===== src/rtl/sram_access_ctrl_if.sv =====
// Request/response handshake plus SRAM array-side signals for sram_access_ctrl.
// The slave modport is the controller; the master modport is the requester and array model.
interface sram_access_ctrl_if #(
   parameter int DATA_W = 8
);
   logic              req_valid;
   logic              req_ready;
   logic              req_we;
   logic [2:0]        req_addr;
   logic [DATA_W-1:0] req_wdata;
   logic              rsp_valid;
   logic              rsp_ready;
   logic              rsp_we;
   logic [DATA_W-1:0] rsp_rdata;
   logic [2:0]        addr;
   logic              wl_valid;
   logic              precharge;
   logic              write_en;
   logic [DATA_W-1:0] wdata;
   logic              sense_en;
   logic [DATA_W-1:0] sa_data;

   modport master (
      output req_valid, req_we, req_addr, req_wdata, rsp_ready, sa_data,
      input  req_ready, rsp_valid, rsp_we, rsp_rdata,
      input  addr, wl_valid, precharge, write_en, wdata, sense_en
   );

   modport slave (
      input  req_valid, req_we, req_addr, req_wdata, rsp_ready, sa_data,
      output req_ready, rsp_valid, rsp_we, rsp_rdata,
      output addr, wl_valid, precharge, write_en, wdata, sense_en
   );
endinterface


===== src/rtl/sram_access_ctrl.sv =====
// Sequences one SRAM access at a time: precharge, wordline, optional sense, then response.
// Every array-side strobe is a register, so the array never sees glitches from inputs.
module sram_access_ctrl #(
   parameter int DATA_W  = 8,
   parameter int PRE_CYC = 2,
   parameter int WL_CYC  = 2
) (
   input logic               clk,
   input logic               rst,
   sram_access_ctrl_if.slave bus
);
   typedef enum logic [2:0] {IDLE, PRECHG, ACCESS, SENSE, RESP} state_t;

   localparam logic [3:0]        PRE_LOAD  = 4'(PRE_CYC - 1);
   localparam logic [3:0]        WL_LOAD   = 4'(WL_CYC - 1);
   localparam logic [DATA_W-1:0] DATA_ZERO = '0;

   state_t     state;
   logic [3:0] phase_cnt;

   // Outputs are set on the edge that enters each state, so they are valid for the whole state.
   always_ff @(posedge clk or posedge rst) begin
      if (rst) begin
         state         <= IDLE;
         phase_cnt     <= 4'd0;
         bus.req_ready <= 1'b1;
         bus.rsp_valid <= 1'b0;
         bus.rsp_we    <= 1'b0;
         bus.rsp_rdata <= DATA_ZERO;
         bus.addr      <= 3'd0;
         bus.wdata     <= DATA_ZERO;
         bus.wl_valid  <= 1'b0;
         bus.precharge <= 1'b0;
         bus.write_en  <= 1'b0;
         bus.sense_en  <= 1'b0;
      end else begin
         case (state)
            IDLE: begin
               if (bus.req_valid) begin
                  bus.addr      <= bus.req_addr;
                  bus.rsp_we    <= bus.req_we;
                  bus.wdata     <= bus.req_wdata;
                  bus.req_ready <= 1'b0;
                  bus.precharge <= 1'b1;
                  phase_cnt     <= PRE_LOAD;
                  state         <= PRECHG;
               end
            end
            PRECHG: begin
               if (phase_cnt == 4'd0) begin
                  bus.precharge <= 1'b0;
                  bus.wl_valid  <= 1'b1;
                  bus.write_en  <= bus.rsp_we;
                  phase_cnt     <= WL_LOAD;
                  state         <= ACCESS;
               end else begin
                  phase_cnt <= phase_cnt - 4'd1;
               end
            end
            ACCESS: begin
               if (phase_cnt == 4'd0) begin
                  bus.write_en <= 1'b0;
                  phase_cnt    <= 4'd0;
                  // Reads keep the wordline up through the sense cycle; writes are done.
                  if (bus.rsp_we) begin
                     bus.wl_valid  <= 1'b0;
                     bus.rsp_valid <= 1'b1;
                     state         <= RESP;
                  end else begin
                     bus.sense_en <= 1'b1;
                     state        <= SENSE;
                  end
               end else begin
                  phase_cnt <= phase_cnt - 4'd1;
               end
            end
            SENSE: begin
               bus.wl_valid  <= 1'b0;
               bus.sense_en  <= 1'b0;
               bus.rsp_rdata <= bus.sa_data;
               bus.rsp_valid <= 1'b1;
               phase_cnt     <= 4'd0;
               state         <= RESP;
            end
            RESP: begin
               if (bus.rsp_ready) begin
                  bus.rsp_valid <= 1'b0;
                  bus.req_ready <= 1'b1;
                  phase_cnt     <= 4'd0;
                  state         <= IDLE;
               end
            end
            default: begin
               bus.req_ready <= 1'b1;
               bus.rsp_valid <= 1'b0;
               bus.wl_valid  <= 1'b0;
               bus.precharge <= 1'b0;
               bus.write_en  <= 1'b0;
               bus.sense_en  <= 1'b0;
               phase_cnt     <= 4'd0;
               state         <= IDLE;
            end
         endcase
      end
   end
endmodule


===== src/flat_wrapper.sv =====
// flat-port wrapper written by rule: the top's interface ports become plain ports
module sram_access_ctrl_flat 
#(
   parameter int DATA_W  = 8,
   parameter int PRE_CYC = 2,
   parameter int WL_CYC  = 2
)
  (clk, rst, bus_req_valid, bus_req_we, bus_req_addr, bus_req_wdata, bus_rsp_ready, bus_sa_data, bus_req_ready, bus_rsp_valid, bus_rsp_we, bus_rsp_rdata, bus_addr, bus_wl_valid, bus_precharge, bus_write_en, bus_wdata, bus_sense_en);
  sram_access_ctrl_if #(.DATA_W(DATA_W)) bus_i ();
  input logic clk;
  input logic rst;
  input wire logic [$bits(bus_i.req_valid)-1:0] bus_req_valid;
  input wire logic [$bits(bus_i.req_we)-1:0] bus_req_we;
  input wire logic [$bits(bus_i.req_addr)-1:0] bus_req_addr;
  input wire logic [$bits(bus_i.req_wdata)-1:0] bus_req_wdata;
  input wire logic [$bits(bus_i.rsp_ready)-1:0] bus_rsp_ready;
  input wire logic [$bits(bus_i.sa_data)-1:0] bus_sa_data;
  output wire logic [$bits(bus_i.req_ready)-1:0] bus_req_ready;
  output wire logic [$bits(bus_i.rsp_valid)-1:0] bus_rsp_valid;
  output wire logic [$bits(bus_i.rsp_we)-1:0] bus_rsp_we;
  output wire logic [$bits(bus_i.rsp_rdata)-1:0] bus_rsp_rdata;
  output wire logic [$bits(bus_i.addr)-1:0] bus_addr;
  output wire logic [$bits(bus_i.wl_valid)-1:0] bus_wl_valid;
  output wire logic [$bits(bus_i.precharge)-1:0] bus_precharge;
  output wire logic [$bits(bus_i.write_en)-1:0] bus_write_en;
  output wire logic [$bits(bus_i.wdata)-1:0] bus_wdata;
  output wire logic [$bits(bus_i.sense_en)-1:0] bus_sense_en;
  assign bus_i.req_valid = bus_req_valid;
  assign bus_i.req_we = bus_req_we;
  assign bus_i.req_addr = bus_req_addr;
  assign bus_i.req_wdata = bus_req_wdata;
  assign bus_i.rsp_ready = bus_rsp_ready;
  assign bus_i.sa_data = bus_sa_data;
  assign bus_req_ready = bus_i.req_ready;
  assign bus_rsp_valid = bus_i.rsp_valid;
  assign bus_rsp_we = bus_i.rsp_we;
  assign bus_rsp_rdata = bus_i.rsp_rdata;
  assign bus_addr = bus_i.addr;
  assign bus_wl_valid = bus_i.wl_valid;
  assign bus_precharge = bus_i.precharge;
  assign bus_write_en = bus_i.write_en;
  assign bus_wdata = bus_i.wdata;
  assign bus_sense_en = bus_i.sense_en;
  sram_access_ctrl #(.DATA_W(DATA_W), .PRE_CYC(PRE_CYC), .WL_CYC(WL_CYC)) u_core (.clk(clk), .rst(rst), .bus(bus_i));
endmodule

===== config.mk =====
export PLATFORM = sky130hd
export DESIGN_NAME = sram_access_ctrl_flat
export DESIGN_NICKNAME = d
export VERILOG_FILES = /design/src/rtl/sram_access_ctrl_if.sv /design/src/rtl/sram_access_ctrl.sv /design/src/flat_wrapper.sv
export SDC_FILE = /design/constraint.sdc
export NUM_CORES = 1
export LEC_CHECK = 0
export CORE_ASPECT_RATIO = 0.75
export CORE_UTILIZATION = 48
export CTS_CLUSTER_DIAMETER = 100
export CTS_CLUSTER_SIZE = 40
export DETAILED_ROUTE_END_ITERATION = 7
export HOLD_SLACK_MARGIN = 0.05
export PLACE_DENSITY = 0.83
export SYNTH_ARGS = -nofsm -noshare
export SYNTH_HDL_FRONTEND = slang
export SYNTH_SLANG_ARGS = --single-unit

===== constraint.sdc =====
create_clock -name clk -period 2.58 [get_ports clk]
set_input_delay 0.387 -clock clk [delete_from_list [all_inputs] [get_ports clk]]
set_output_delay 0.387 -clock clk [all_outputs]
set_load 0.1 [all_outputs]

* Word level (Yosys, flattened, before mapping) *
Cells that the tools add are included.

cells by class
  equal/unequal tests = 10
  bitwise logic cells = 6
  reduce and logical (&&, ||, !) cells = 17
  add/subtract/negate cells = 1
  multiplexer cells = 30

operator list
  kind                                                                   number
  4-bit two-way mux                                                      4
  4-bit one-hot mux with 4 select lines                                  1
  3-bit two-way mux                                                      5
  3-bit one-hot mux with 5 select lines                                  1
  1-bit two-way mux                                                      13
  1-bit one-hot mux with 3 select lines                                  4
  3-bit AND reduction                                                    4
  4-bit AND reduction                                                    3
  3-bit OR reduction                                                     4
  3-bit by 2-bit equality test with 1-bit output, second input constant  2
  2-bit by 1-bit != test with 1-bit output, second input constant        3
  2-bit != test, second input constant                                   3
  1-bit NOT                                                              6
  4-bit zero test                                                        1
  1-bit one-hot mux with 4 select lines                                  1
  2-bit AND reduction                                                    2
  2-bit OR reduction                                                     2
  4-bit by 1-bit subtractor with 4-bit output, second input constant     1
  3-bit by 1-bit equality test with 1-bit output, second input constant  1
  3-bit equality test, second input constant                             1
  3-bit zero test                                                        1
  1-bit one-hot mux with 2 select lines                                  1

word-level totals
  register bits = 33
  output and inout port bits = 26
  bits of input ports = 24

* Depth between registers and ports, before layout *
  depth after elaboration = 4
  gate-level depth with buffers = 6
  depth with buffers taken out = 6

* Worst setup path before layout *
OpenSTA, ideal clock, no wires.

  kind = flip-flop to flip-flop
  from = reg, netlist name u_core.bus.write_en
  to = reg u_core.bus.write_en
  library setup time = 0.116 ns
  data arrival time = 1.432 ns
  stages on the path, launching flop included = 4
  slack = 1.032 ns
  data required time = 2.464 ns
  cell sequence = dfrtp_1 -> inv_1 -> or3_1 -> o311ai_0

RTL lines
  what                  RTL line                   RTL
  end signal, assigned  sram_access_ctrl.sv:53     bus.write_en <= bus.rsp_we;
  end, declared         sram_access_ctrl_if.sv:32  output addr, wl_valid, precharge, write_en, wdata, sense_en

* Worst setup path after layout *
  from = reg u_core.phase_cnt[0]
  to = reg u_core.bus.rsp_valid

between the ends
  cells in the longest elaborated chain, start to end = 3

RTL lines
  what                                                RTL line                   RTL
  start, declared                                     sram_access_ctrl.sv:19     logic [3:0] phase_cnt;
  start signal, assigned                              sram_access_ctrl.sv:57     phase_cnt <= phase_cnt - 4'd1;
  start signal, assigned                              sram_access_ctrl.sv:74     phase_cnt <= phase_cnt - 4'd1;
  4-bit zero test                                     sram_access_ctrl.sv:61     if (phase_cnt == 4'd0) begin
  2-bit by 1-bit != test with 1-bit output (no line)  -
  4-bit AND reduction (no line)                       -
  end signal, assigned                                sram_access_ctrl.sv:67     bus.rsp_valid <= 1'b1;
  end signal, assigned                                sram_access_ctrl.sv:81     bus.rsp_valid <= 1'b1;
  end signal, assigned                                sram_access_ctrl.sv:87     bus.rsp_valid <= 1'b0;
  end, declared                                       sram_access_ctrl_if.sv:31  output req_ready, rsp_valid, rsp_we, rsp_rdata,

Every way passes these cells.
A chain may end at the register's enable or synchronous reset.

==> results.sh <==
export IMPL_max_freq_ghz=0.574
export IMPL_synthFlopType="dfrtp_1"
export IMPL_instances_no_fill=217
export IMPL_num_vias=1164
export IMPL_drv_cap=0
export IMPL_drtIter0Drc=115
export IMPL_synth_compound_area_share_pct=9.56
export IMPL_syn_area_sq_um=1520
export IMPL_synth_edf_count=0
export IMPL_ys_types=39
export IMPL_num_nets_final=203
export IMPL_die_area_sq_um=3390
export IMPL_final_min_clock_period_ns=1.74
export IMPL_worstSkewPairLatency_ns=0.28
export IMPL_path_class="flip-flop to flip-flop"
export IMPL_cts_resized=0
export IMPL_grt_util_met3_pct=7.50
export IMPL_rows=17
export IMPL_fillers=223
export IMPL_clockRootBuffer="clkbuf_8"
export IMPL_die_y_um=50.7
export IMPL_outcome="completed"
export IMPL_syn_area_per_cell_sq_um=12.0
export IMPL_worstReg2RegStart="u_core.phase_cnt[0]$_DFFE_PP0P_"
export IMPL_dr_pass1_iters=4
export IMPL_drcViolationCount=0
export IMPL_cts_hold_buffers=0
export IMPL_cp_slowest_stage_delay_ns=0.43
export IMPL_syn_nets=152
export IMPL_hold_path_class="input pin to asynchronous set/reset pin"
export IMPL_wl_per_cell_um=14.0
export IMPL_yosysMostFrequentCell="dfrtp_1"
export IMPL_port_buffers=49
export IMPL_cp_cell_sequence="inv_1, ha_1, nor3b_4, nor3_2, nor4_2, a21o_1"
export IMPL_grt_busiest_layer="met2"
export IMPL_ys_warnings_count=0
export IMPL_die_x_um=66.9
export IMPL_clockBufferDepth=2
export IMPL_synthTopCellsByArea="dfrtp_1 53%, mux2_2 16%, a21oi_1 2.0%, o21ai_0 2.0%, nand2_1 2.0%"
export IMPL_worstMarginPinSlew_ns=0.650
export IMPL_ff2ff_setup_slack_ns=0.84
export IMPL_syn_to_final_growth_pct=36.6
export IMPL_clock_skew_final_ns=0.00203
export IMPL_cp_start_kind="flip-flop"
export IMPL_insertedDiodeCount=0
export IMPL_clk_pin_slew_ns=0.06
export IMPL_period_share_pct=67.6
export IMPL_drive_gt1_share_pct=36.9
export IMPL_synthCells=127
export IMPL_yosysTopAreaCellShare_pct=52.8
export IMPL_synth_simple_area_share_pct=14.1
export IMPL_grt_total_usage_pct=21.3
export IMPL_setup_tns_ns=0
export IMPL_path_buf_inv=1
export IMPL_place_inst=209
export IMPL_synth_xor_area_share_pct=0.577
export IMPL_dpl_hpwl_um=2260
export IMPL_first_global_vias=1167
export IMPL_via_per_inst=5.36
export IMPL_use_met2_pct=34.3
export IMPL_ff2ff_path_depth=6
export IMPL_ys_seq_area_share_pct=54.5
export IMPL_grt_pass1_wl_um=5190
export IMPL_ant_nets=0
export IMPL_drt_wl_total_um=3040
export IMPL_gr_usage_met1_pct=25.5
export IMPL_initial_utilization_pct=51.0
export IMPL_rsz0062_at_grt="no"
export IMPL_cts_tree="built"
export IMPL_slew_headroom_pct=56.7
export IMPL_critical_path_top_delay_family="simple AND/OR/NAND/NOR gates"
export IMPL_ys_ff_latch=33
export IMPL_numCtsBuffers=5
export IMPL_finish_utilization_pct=69.6
export IMPL_core_area_sq_um=2980
export IMPL_worstPathArrival_ns=1.96
export IMPL_ios=50
export IMPL_endpoint_kind="flip-flop"
export IMPL_clkSinkCount=33
export IMPL_grt_start_max_net_pins=34
export IMPL_synth_adder_area_share_pct=0.824
export IMPL_grt_ovfl_total=0
export IMPL_ys_top_cells_by_count="32 x dfrtp_1, 21 x mux2_2, 8 x nand2_1"
export IMPL_multi_input_comb_area_sq_um=627
export IMPL_async_reset_ff_share_pct=100
export IMPL_cts_max_level=2
export IMPL_post_cts_buffers=0
export IMPL_critPathRequiredTime_ns=2.80
export IMPL_globalplace_congestion=0.773
export IMPL_cp_max_fo=10
export IMPL_synth_top_cell_by_area="dfrtp_1"
export IMPL_finalHoldViolCount=0
export IMPL_cpMaxStageDelayCell="nor3b_4"
export IMPL_antenna_found_initial=0
export IMPL_synth_top_family_by_area="multiplexers"
export IMPL_r2r_end="u_core.bus.rsp_valid$_DFFE_PP0P_"
export IMPL_seqCellArea_sq_um=827
export IMPL_setup_viol=0
export IMPL_final_max_slew_violation_count=0
export IMPL_synth_mux_area_share_pct=16.2
-- logic make-up after synthesis --
family | after synthesis
buf+inv | 12
mux | 22
compound gates | 23
xor+xnor | 1
flops | 33
fa+ha+maj | 1
simple gates | 35
-- per-stage QoR --
step | setup slack [ns] | hold WS, ns | instance area, sq um
floorplan | 1.03 | 0.494 | 1520
global placement | 0.775 | 0.468 | 1960
detailed placement | 0.743 | 0.486 | 1960
CTS | 0.827 | 0.501 | 2070
global route | 0.698 | 0.510 | 2070
finish | 0.837 | 0.485 | 2070
-- routing by layer --
metal | share of wire, % | wire (um)
met1 | 42 | 1270
met3 | 7.1 | 216
met5 | 0 | 0
met4 | 1.4 | 44
met2 | 50 | 1500
-- registers in the layout (all words and copies together) (netlist names) --
name	flops
u_core.bus.wl_valid	1
u_core.bus.rsp_valid	1
u_core.bus.precharge	1
u_core.phase_cnt	4
u_core.bus.wdata	8
u_core.bus.rsp_we	1
u_core.bus.write_en	1
u_core.bus.rsp_rdata	8
u_core.bus.addr	3
u_core.state	3
u_core.bus.req_ready	1
u_core.bus.sense_en	1
-- worst min-delay path: cells and delay by family --
| family | cells | cell delay [ns] |
|---|---|---|
| buf+inv | 3 | 0.79 |
-- final cells by class --
type	count	share of cell area [%]
sequential	33	39.9
multi-input combinational	82	30.2
timing repair buffer	50	20.9
clock buffer	7	4.16
tap	38	2.29
clock inverter	1	1.45
inverter	6	1.09
-- how the worst max path moves through the flow --
stage	from	end	depth (start not counted)
finish	u_core.phase_cnt[0]$_DFFE_PP0P_	u_core.bus.rsp_valid$_DFFE_PP0P_	6
global route	u_core.phase_cnt[0]$_DFFE_PP0P_	u_core.state[2]$_DFFE_PP0P_	6
CTS	u_core.phase_cnt[0]$_DFFE_PP0P_	u_core.bus.rsp_valid$_DFFE_PP0P_	6
detailed placement	bus_req_valid	u_core.bus.addr[1]$_DFFE_PP0P_	4
global placement	bus_req_valid	u_core.bus.wdata[7]$_DFFE_PP0P_	4
floorplan	u_core.bus.write_en$_DFFE_PP0P_	u_core.bus.write_en$_DFFE_PP0P_	3
-- cells in the final DEF, fill, tap and decap left out, drive strengths merged, types with 5 or more instances in the layout --
cell type       n
a21oi           6
buf            27
clkbuf          7
clkdlybuf4s50  23
dfrtp          32
inv             6
mux2           21
nand2           9
nor2            7
nor3            5
o21ai           7
Power is not shown: default switching activity piles up to over one toggle a cycle in this logic, so the estimate is an artifact.
